--- config.mk ---
export PLATFORM = sky130hd
export DESIGN_NAME = search_request_ctrl_flat
export DESIGN_NICKNAME = d
export VERILOG_FILES = /design/src/rtl/search_request_ctrl_pkg.sv /design/src/rtl/search_request_ctrl_if.sv /design/src/rtl/search_request_ctrl_key_debounce.sv /design/src/rtl/search_request_ctrl.sv /design/src/flat_wrapper.sv
export SDC_FILE = /design/constraint.sdc
export NUM_CORES = 1
export LEC_CHECK = 0
export ABC_CLOCK_PERIOD_IN_PS = 2000
export CAP_MARGIN = 15
export CELL_PAD_IN_SITES_DETAIL_PLACEMENT = 1
export CELL_PAD_IN_SITES_GLOBAL_PLACEMENT = 2
export CORE_ASPECT_RATIO = 1.5
export CORE_MARGIN = 1
export CORE_UTILIZATION = 34
export CTS_BUF_LIST = sky130_fd_sc_hd__clkbuf_4
export DETAILED_ROUTE_END_ITERATION = 10
export PLACE_DENSITY_LB_ADDON = 0.1
export SLEW_MARGIN = 25
export SYNTH_ARGS = -nofsm -noshare
export SYNTH_HDL_FRONTEND = slang
export SYNTH_SLANG_ARGS = --single-unit
--- constraint.sdc ---
create_clock -name clock -period 2 [get_ports clock]
set_clock_uncertainty 0.15 [all_clocks]
set_input_delay 0.3 -clock clock [delete_from_list [all_inputs] [get_ports clock]]
set_output_delay 0.3 -clock clock [all_outputs]
set_load 0.1 [all_outputs]
--- src/rtl/search_request_ctrl_pkg.sv ---
// search_ctrl_pkg: shared state type and constants for the search request controller
package search_ctrl_pkg;
  typedef enum logic [1:0] {IDLE, RUN, HOLD} state_t;
  localparam logic MODE_COUNT = 1'b0;
  localparam logic MODE_SEARCH = 1'b1;
  localparam int RESULT_W = 5;
endpackage

--- src/rtl/search_request_ctrl_if.sv ---
// search_request_ctrl_if: operand/start/done bundle between the controller and the lab 4 engines
interface search_request_ctrl_if;
  import search_ctrl_pkg::*;
  logic [7:0] a_out;
  logic start_count;
  logic start_search;
  logic count_done;
  logic [3:0] count_result;
  logic search_done;
  logic search_found;
  logic [RESULT_W-1:0] search_loc;
  modport master(
    output a_out, start_count, start_search,
    input count_done, count_result, search_done, search_found, search_loc
  );
  modport slave(
    input a_out, start_count, start_search,
    output count_done, count_result, search_done, search_found, search_loc
  );
endinterface

--- src/rtl/search_request_ctrl_key_debounce.sv ---
// key_debounce: 2-flop sync, counted debounce and one-cycle press pulse for an active-low key
module key_debounce #(
  parameter int DEBOUNCE_CYCLES = 500000
) (
  input  logic clock,
  input  logic reset,
  input  logic key_n,
  output logic pressed,
  output logic press
);
  localparam int CW = $clog2(DEBOUNCE_CYCLES + 1);
  logic [1:0] sync_n;
  logic [CW-1:0] cnt;
  logic db_n;
  always_ff @(posedge clock)
    if (!reset) begin
      sync_n <= 2'b11;
      cnt <= '0;
      db_n <= 1'b1;
      press <= 1'b0;
    end else begin
      sync_n <= {sync_n[0], key_n};
      press <= 1'b0;
      if (sync_n[1] == db_n) cnt <= '0;
      else if (cnt == CW'(DEBOUNCE_CYCLES - 1)) begin
        cnt <= '0;
        db_n <= sync_n[1];
        press <= ~sync_n[1];
      end else cnt <= cnt + 1'b1;
    end
  assign pressed = ~db_n;
endmodule

--- src/rtl/search_request_ctrl.sv ---
// search_request_ctrl: debounced start, operand latch, engine start/timeout and result capture
module search_request_ctrl
  import search_ctrl_pkg::*;
#(
  parameter int DEBOUNCE_CYCLES = 500000,
  parameter int TIMEOUT_CYCLES = 1024
) (
  input  logic clock,
  input  logic reset,
  input  logic key_n,
  input  logic [7:0] sw_a,
  input  logic sw_mode,
  search_request_ctrl_if.master eng,
  output logic busy,
  output logic result_valid,
  output logic result_mode,
  output logic [RESULT_W-1:0] result_value,
  output logic result_found,
  output logic timeout
);
  localparam int TW = $clog2(TIMEOUT_CYCLES);
  state_t state, state_nx;
  logic [7:0] sw_a_s1, sw_a_s2, a_q;
  logic mode_s1, mode_s2, mode_q;
  logic [TW-1:0] tcnt;
  logic key_pressed, press, sel_done, expire;
  key_debounce #(.DEBOUNCE_CYCLES(DEBOUNCE_CYCLES)) u_key (
    .clock(clock),
    .reset(reset),
    .key_n(key_n),
    .pressed(key_pressed),
    .press(press)
  );
  always_comb begin
    sel_done = mode_q == MODE_SEARCH ? eng.search_done : eng.count_done;
    expire = tcnt == TW'(TIMEOUT_CYCLES - 1);
    state_nx = state == IDLE ? (press ? RUN : IDLE)
             : state == RUN  ? (sel_done || expire ? HOLD : RUN)
             : state == HOLD ? (!sel_done && !key_pressed ? IDLE : HOLD)
             : IDLE;
  end
  always_ff @(posedge clock)
    if (!reset) state <= IDLE;
    else state <= state_nx;
  always_ff @(posedge clock)
    if (!reset) begin
      sw_a_s1 <= '0;
      sw_a_s2 <= '0;
      mode_s1 <= 1'b0;
      mode_s2 <= 1'b0;
      a_q <= '0;
      mode_q <= MODE_COUNT;
      tcnt <= '0;
      result_valid <= 1'b0;
      result_mode <= 1'b0;
      result_value <= '0;
      result_found <= 1'b0;
      timeout <= 1'b0;
    end else begin
      {sw_a_s2, sw_a_s1} <= {sw_a_s1, sw_a};
      {mode_s2, mode_s1} <= {mode_s1, sw_mode};
      tcnt <= state == RUN ? tcnt + 1'b1 : '0;
      if (state == IDLE && press) begin
        a_q <= sw_a_s2;
        mode_q <= mode_s2;
        result_valid <= 1'b0;
        timeout <= 1'b0;
      end
      // done takes priority over the terminal timeout count
      if (state == RUN && sel_done) begin
        result_valid <= 1'b1;
        result_mode <= mode_q;
        result_value <= mode_q == MODE_SEARCH ? eng.search_loc : {1'b0, eng.count_result};
        result_found <= mode_q == MODE_COUNT || eng.search_found;
      end else if (state == RUN && expire) timeout <= 1'b1;
    end
  assign busy = state == RUN;
  assign eng.start_count = busy && mode_q == MODE_COUNT;
  assign eng.start_search = busy && mode_q == MODE_SEARCH;
  assign eng.a_out = a_q;
endmodule
--- src/flat_wrapper.sv ---
// flat-port wrapper written by rule: the top's interface ports become plain ports
module search_request_ctrl_flat import search_ctrl_pkg::*;
#(
  parameter int DEBOUNCE_CYCLES = 500000,
  parameter int TIMEOUT_CYCLES = 1024
)
  (clock, reset, key_n, sw_a, sw_mode, busy, result_valid, result_mode, result_value, result_found, timeout, eng_a_out, eng_start_count, eng_start_search, eng_count_done, eng_count_result, eng_search_done, eng_search_found, eng_search_loc);
  search_request_ctrl_if eng_i ();
  input  logic clock;
  input  logic reset;
  input  logic key_n;
  input  logic [7:0] sw_a;
  input  logic sw_mode;
  output logic busy;
  output logic result_valid;
  output logic result_mode;
  output logic [RESULT_W-1:0] result_value;
  output logic result_found;
  output logic timeout;
  output wire logic [$bits(eng_i.a_out)-1:0] eng_a_out;
  output wire logic [$bits(eng_i.start_count)-1:0] eng_start_count;
  output wire logic [$bits(eng_i.start_search)-1:0] eng_start_search;
  input wire logic [$bits(eng_i.count_done)-1:0] eng_count_done;
  input wire logic [$bits(eng_i.count_result)-1:0] eng_count_result;
  input wire logic [$bits(eng_i.search_done)-1:0] eng_search_done;
  input wire logic [$bits(eng_i.search_found)-1:0] eng_search_found;
  input wire logic [$bits(eng_i.search_loc)-1:0] eng_search_loc;
  assign eng_a_out = eng_i.a_out;
  assign eng_start_count = eng_i.start_count;
  assign eng_start_search = eng_i.start_search;
  assign eng_i.count_done = eng_count_done;
  assign eng_i.count_result = eng_count_result;
  assign eng_i.search_done = eng_search_done;
  assign eng_i.search_found = eng_search_found;
  assign eng_i.search_loc = eng_search_loc;
  search_request_ctrl #(.DEBOUNCE_CYCLES(DEBOUNCE_CYCLES), .TIMEOUT_CYCLES(TIMEOUT_CYCLES)) u_core (.clock(clock), .reset(reset), .key_n(key_n), .sw_a(sw_a), .sw_mode(sw_mode), .eng(eng_i), .busy(busy), .result_valid(result_valid), .result_mode(result_mode), .result_value(result_value), .result_found(result_found), .timeout(timeout));
endmodule
**After elaboration in Yosys (flattened, before gate mapping)**

Index checks and enable logic that the tools add are counted.

- Bits in registers: 71
- Input port bits: 24

- Add/subtract/negate cells: 2
- Equal/unequal tests: 5
- Multiplexer cells: 13
- Bitwise logic cells: 5
- Reduce and logical (&&, ||, !) cells: 15

Operator list:

| kind | count |
|---|---|
| 19-bit by 1-bit adder with 19-bit output (second input constant) | 1 |
| 19-bit equality test (second input constant) | 1 |
| 10-bit by 1-bit adder with 10-bit output (second input constant) | 1 |
| 10-bit equality test (second input constant) | 1 |
| 2-bit 2-to-1 mux | 5 |
| 1-bit 2-to-1 mux | 7 |
| 1-bit logical AND | 6 |
| 3-bit OR reduction | 2 |
| 5-bit 2-to-1 mux | 1 |
| 1-bit inverter | 5 |
| 2-bit AND reduction | 2 |
| 2-bit by 1-bit equality test with 1-bit output (second input constant) | 1 |
| 2-bit equality test (second input constant) | 1 |
| 2-bit logical NOT | 1 |
| 1-bit logical OR | 2 |
| 2-bit nonzero test | 1 |
| 1-bit equality test | 1 |
| 1-bit logical NOT | 1 |

**Logic depth before layout (Yosys ltp)**

Gate-level depths: netlist of the first run.

- Word-level depth: 7
- Mapped depth: 6
- Depth with buffers taken out: 5

**Modules after synthesis**

From an unflattened synthesis of the first run, not the netlist that was laid out.

- Cell total of the unflattened synthesis: 275
- Area, all modules: 2772.7 um2

By module, submodules not included:

| module | times used | cells each | area each (um2) |
|---|---|---|---|
| search_request_ctrl | 1 | 163 | 1741.7 |
| key_debounce | 1 | 112 | 1031.0 |

**Worst setup path before layout of the first run**

OpenSTA, ideal clock, no wires.

- Path type: reg2out
- From: register u_core.state[1]
- To: output port eng_start_search
- Data arrival time: 2.003 ns
- Data required time: 1.550 ns
- Setup slack: -0.453 ns
- Cell stages (with the launch flop): 4
- Path buffers: 0
- Path through: dfxtp_1 > nand2b_1 > clkinv_1 > and2_1

- Cells in the longest elaborated chain, start to end: 2

RTL lines:

| element | line | source |
|---|---|---|
| start, declared | search_request_ctrl.sv:22 | `state_t state, state_nx;` |
| start signal, assigned | search_request_ctrl.sv:44 | `else state <= state_nx;` |
| 2-bit by 1-bit equality test with 1-bit output | search_request_ctrl.sv:77 | `assign busy = state == RUN;` |
| via busy | flat_wrapper.sv:14 | `output logic busy;` |
| 1-bit logical AND | search_request_ctrl.sv:79 | `assign eng.start_search = busy && mode_q == MODE_SEARCH;` |
| end, declared | flat_wrapper.sv:22 | `output wire logic [$bits(eng_i.start_search)-1:0] eng_start_search;` |

The timed path passes the listed nets, and every way through them passes these cells.

**Worst setup path in the final report of the first run**

- From: register u_core.state[1]
- To: output port eng_start_search

- Cells in the longest elaborated chain, start to end: 2

RTL lines:

| element | line |
|---|---|
| 2-bit by 1-bit equality test with 1-bit output | search_request_ctrl.sv:77 |
| 1-bit logical AND | search_request_ctrl.sv:79 |

Every way passes these cells.

==> metrics.txt, run 1 <==
largest family of logic cells by synthesized area=simple AND/OR/NAND/NOR gates; Final setup viols=0; htree depth=3; FFs w/ async S/R, synth=0; CP max stage delay=roughly 380 ps; Simple-Gate Fraction of Synth Area=0.265; hold depth=1; Endpoint, Worst Hold=u_core.u_key.sync_n[1]; R2R depth=5; DPL Wire Length=around 4500 um; Synth cell types=slightly above 40; synthesis-to-layout area growth=27.2%; first-pass GRT wire length=about 10000 um; reg-to-reg startpoint=u_core.u_key.cnt[0]; CTS Buffer Depth=2; Setup Fix Bufs, Post-CTS=0; GRT overflow=0; WP buf/inv=2; synthesized area=2730 um^2; CTS Buf Count=9; fin area=~3500 um^2; syn_area_per_cell=9.48 um^2; HP Class=reg -> reg; hold_sp=u_core.u_key.sync_n[0]; mux contribution to synthesized area=0.0183; initial core utilization=0.354; r2r setup slk=roughly 130 ps; synth warn=0; sequential area share after synthesis=0.521; XOR/XNOR Fraction of Synth Area=0.0738; fraction of layout cells with a size suffix above 1=0.168; Die H=112 um; DIE AREA=between 8000 and 9000 um^2; post-synthesis adder-cell area fraction=0.00917; Core Region=about 7700 um^2; Clock Tree Root=clkbuf_4; Crit-path slowest cell=dfxtp_1; unrepaired setup endpoints after global routing=false; Residual DRC=0; vias in the first global route=2195; Peak VDD IR=roughly 0.00033 V; Final min period=1890 ps; status=complete, no violations; routability cong.=around 0.73; routed vias/inst=a little under 5; critical path peak fanout=8; drt first pass iters=4; Post-DRT Antenna Nets=0; maximum clock rate=~0.53 GHz; post-synthesis compound-gate area fraction=0.0848; WL/cell=~14 um; Max-Cap Viols=0; total track usage=0.164; Power Dens Cells=~700 nW/um^2; worst reg2reg endpoint=u_core.u_key.cnt[10]; Worst-Margin Slew=about 480 ps; largest net degree at the start of global routing=22; cell count after synthesis=approximately 290; Seq cells post-synth=a little over 70; Final Hold Fails=0; relative slew slack=0.678; IO Count=44; critical path class=reg -> out; Skew-Pair Late Insertion Delay=about 410 ps; DR vias=roughly 2200; Layout fillers=~940; CP top delay family=flip-flops; critical path cell sequence=nand2b_4, clkinv_4, and2_1, buf_12; FP Rows=39; Sinks on Clock Net=71; CTS tree=yes; EDFF count, synth=0; clock-pin slew on the worst setup and hold paths=roughly 110 ps; Mapped Nets=314; final WL=slightly above 6000 um; ys flop type=dfxtp_1; CP Capture Type=output port; Placed Area=3320 um^2; Design Power=~2.4 mW; Detailed Route Iter0 Violations=58; fin crit share=0.947; Startpoint Class=flip-flop; initial antenna violation count=0; CP required=between 1500 and 2000 ps; Die Span X=between 70 and 80 um; ANT cells=0; Post-layout nets=367; max-slew violations=0; Leak=1.27 nW; crit path DAT=1440 ps; IO Port Bufs=between 40 and 50
[through the flow]
step	instances	worst slack (ps)	util	hold WS [ps]	TNS [ps]
after floorplan	288	-105	-	236	-105
after global placement	432	171	0.431	245	0
after detailed placement	432	107	0.431	253	0
after CTS	448	12.3	0.449	279	0
after global routing	448	8.54	0.450	275	0
final	448	106	0.450	272	0
[cell type report]
cell class	count	area, um^2	area share
clock inverter	4	46.3	0.0133
clock buffer	12	90.1	0.0260
multi-input combinational	199	1240	0.358
sequential	71	1420	0.410
timing repair buffer	54	513	0.148
inverter	6	27.5	0.00793
tap	102	128	0.0368
[how the worst max path moves through the flow]
| stage | cells past startpoint | startpoint | slack (ps) | end |
|---|---|---|---|---|
| after detailed placement | 4 | u_core.u_key.cnt[10] | 110 | u_core.u_key.cnt[17] |
| after global routing | 5 | u_core.u_key.cnt[0] | 9 | u_core.u_key.cnt[10] |
| final | 4 | u_core.state[1] | 110 | eng_start_search |
| after floorplan | 3 | u_core.state[1] | -100 | eng_start_search |
| after CTS | 4 | u_core.state[1] | 10 | eng_start_search |
| after global placement | 5 | u_core.u_key.cnt[0] | 170 | u_core.u_key.cnt[12] |
[Yosys cell counts, types with 2 or more instances]
cell / number / area, um^2
dfxtp_1: 71 / 1420
nand2_1: 35 / 131
nor2_1: 30 / 113
and2_1: 22 / 138
xnor2_1: 12 / 105
a21boi_0: 11 / 82.6
xor2_1: 11 / 96.3
nand3_1: 10 / 50.1
clkbuf_1: 8 / 30.0
nand4_1: 8 / 50.1
nor4_1: 6 / 37.5
inv_1: 5 / 18.8
mux2i_1: 5 / 50.1
o21ai_0: 5 / 25.0
a21oi_1: 4 / 20.0
nor3_1: 4 / 20.0
o211a_1: 4 / 40.0
and3_1: 3 / 18.8
nand2b_1: 3 / 18.8
nor2b_1: 3 / 18.8
or4_1: 3 / 22.5
buf_2: 2 / 10.0
ha_1: 2 / 25.0
nand4_2: 2 / 25.0
nand4b_1: 2 / 17.5
o31ai_1: 2 / 15.0
[flip-flops by register name, summed over array words and instances, names as in the netlist]
signal / flops
u_core.eng.a_out: 8
u_core.mode_q: 1
u_core.mode_s1: 1
u_core.mode_s2: 1
u_core.result_found: 1
u_core.result_mode: 1
u_core.result_valid: 1
u_core.result_value: 5
u_core.state: 2
u_core.sw_a_s1: 8
u_core.sw_a_s2: 8
u_core.tcnt: 10
u_core.timeout: 1
u_core.u_key.cnt: 19
u_core.u_key.db_n: 1
u_core.u_key.press: 1
u_core.u_key.sync_n: 2
[routing by layer]
| metal | vias to the layer above | wire length (um) | GRT usage | share of wire |
|---|---|---|---|---|
| li1 | 1093 | - | - | - |
| met1 | 1034 | 2380 | 0.169 | 0.39 |
| met2 | 19 | 3460 | 0.299 | 0.57 |
| met3 | 13 | 105 | 0.0281 | 0.017 |
| met4 | 0 | 172 | 0.0926 | 0.028 |
| met5 | - | 0 | 0 | 0 |
[what timing repair did]
| action | CTS | global route |
|---|---|---|
| setup endpoints to repair | 1 | 3 |
| resized for setup | 2 | 3 |
| hold buffers | 0 | 0 |
| gates cloned | 0 | 0 |
| pin swaps | 0 | 1 |
[cells by family (layout without fill, tap and decap cells)]
logic type	after synthesis	in the layout
multiplexers	5	5
flip-flops	71	71
adder cells (fa/ha/maj)	2	2
AND/OR/NAND/NOR	138	138
XOR/XNOR	23	23
AO/OA/AOI/OAI	31	31
buffers and inverters	18	76
[worst reg2reg max path, cell delays in order, from the launching register on]
cell and delay, ps:
dfxtp_1 390, ha_1 240, nand4_1 230, or4_1 550, xor2_1 160, nor2_1 100
[cells in the final DEF, fill, tap and decap left out, types with 2 or more instances in the layout]
master / instances
nor4_1: 6
inv_1: 5
xor2_1: 11
and2_1: 22
nand4_2: 2
nor2b_1: 3
nand2b_1: 2
or4_1: 3
dfxtp_1: 69
clkdlybuf4s50_1: 23
o211a_1: 4
a21oi_1: 4
ha_1: 2
mux2i_1: 5
xnor2_1: 12
o21ai_0: 5
nor3_1: 4
nand2_1: 35
dfxtp_2: 2
buf_4: 27
o31ai_1: 2
nor2_1: 29
and3_1: 3
nand3_1: 10
clkbuf_4: 12
nand4b_1: 2
a21boi_0: 11
nand4_1: 8
buf_12: 4
[report_power, final]
part	internal, mW	switching [mW]
clock	0.418	0.486
sequential	1.43	0.00515
combinational	0.0617	0.0300
Power figures use the tool's default switching activity.
==> inputs of run 2 (changes only) <==
--- a/config.mk
+++ b/config.mk
@@ -13,6 +13,7 @@
 export CORE_MARGIN = 1
 export CORE_UTILIZATION = 34
 export CTS_BUF_LIST = sky130_fd_sc_hd__clkbuf_4
+export CTS_CLUSTER_DIAMETER = 50
 export DETAILED_ROUTE_END_ITERATION = 10
 export PLACE_DENSITY_LB_ADDON = 0.1
 export SLEW_MARGIN = 25
==> results of run 2 <==
The final DEF is identical to that of run 1; final timing and power are the same.
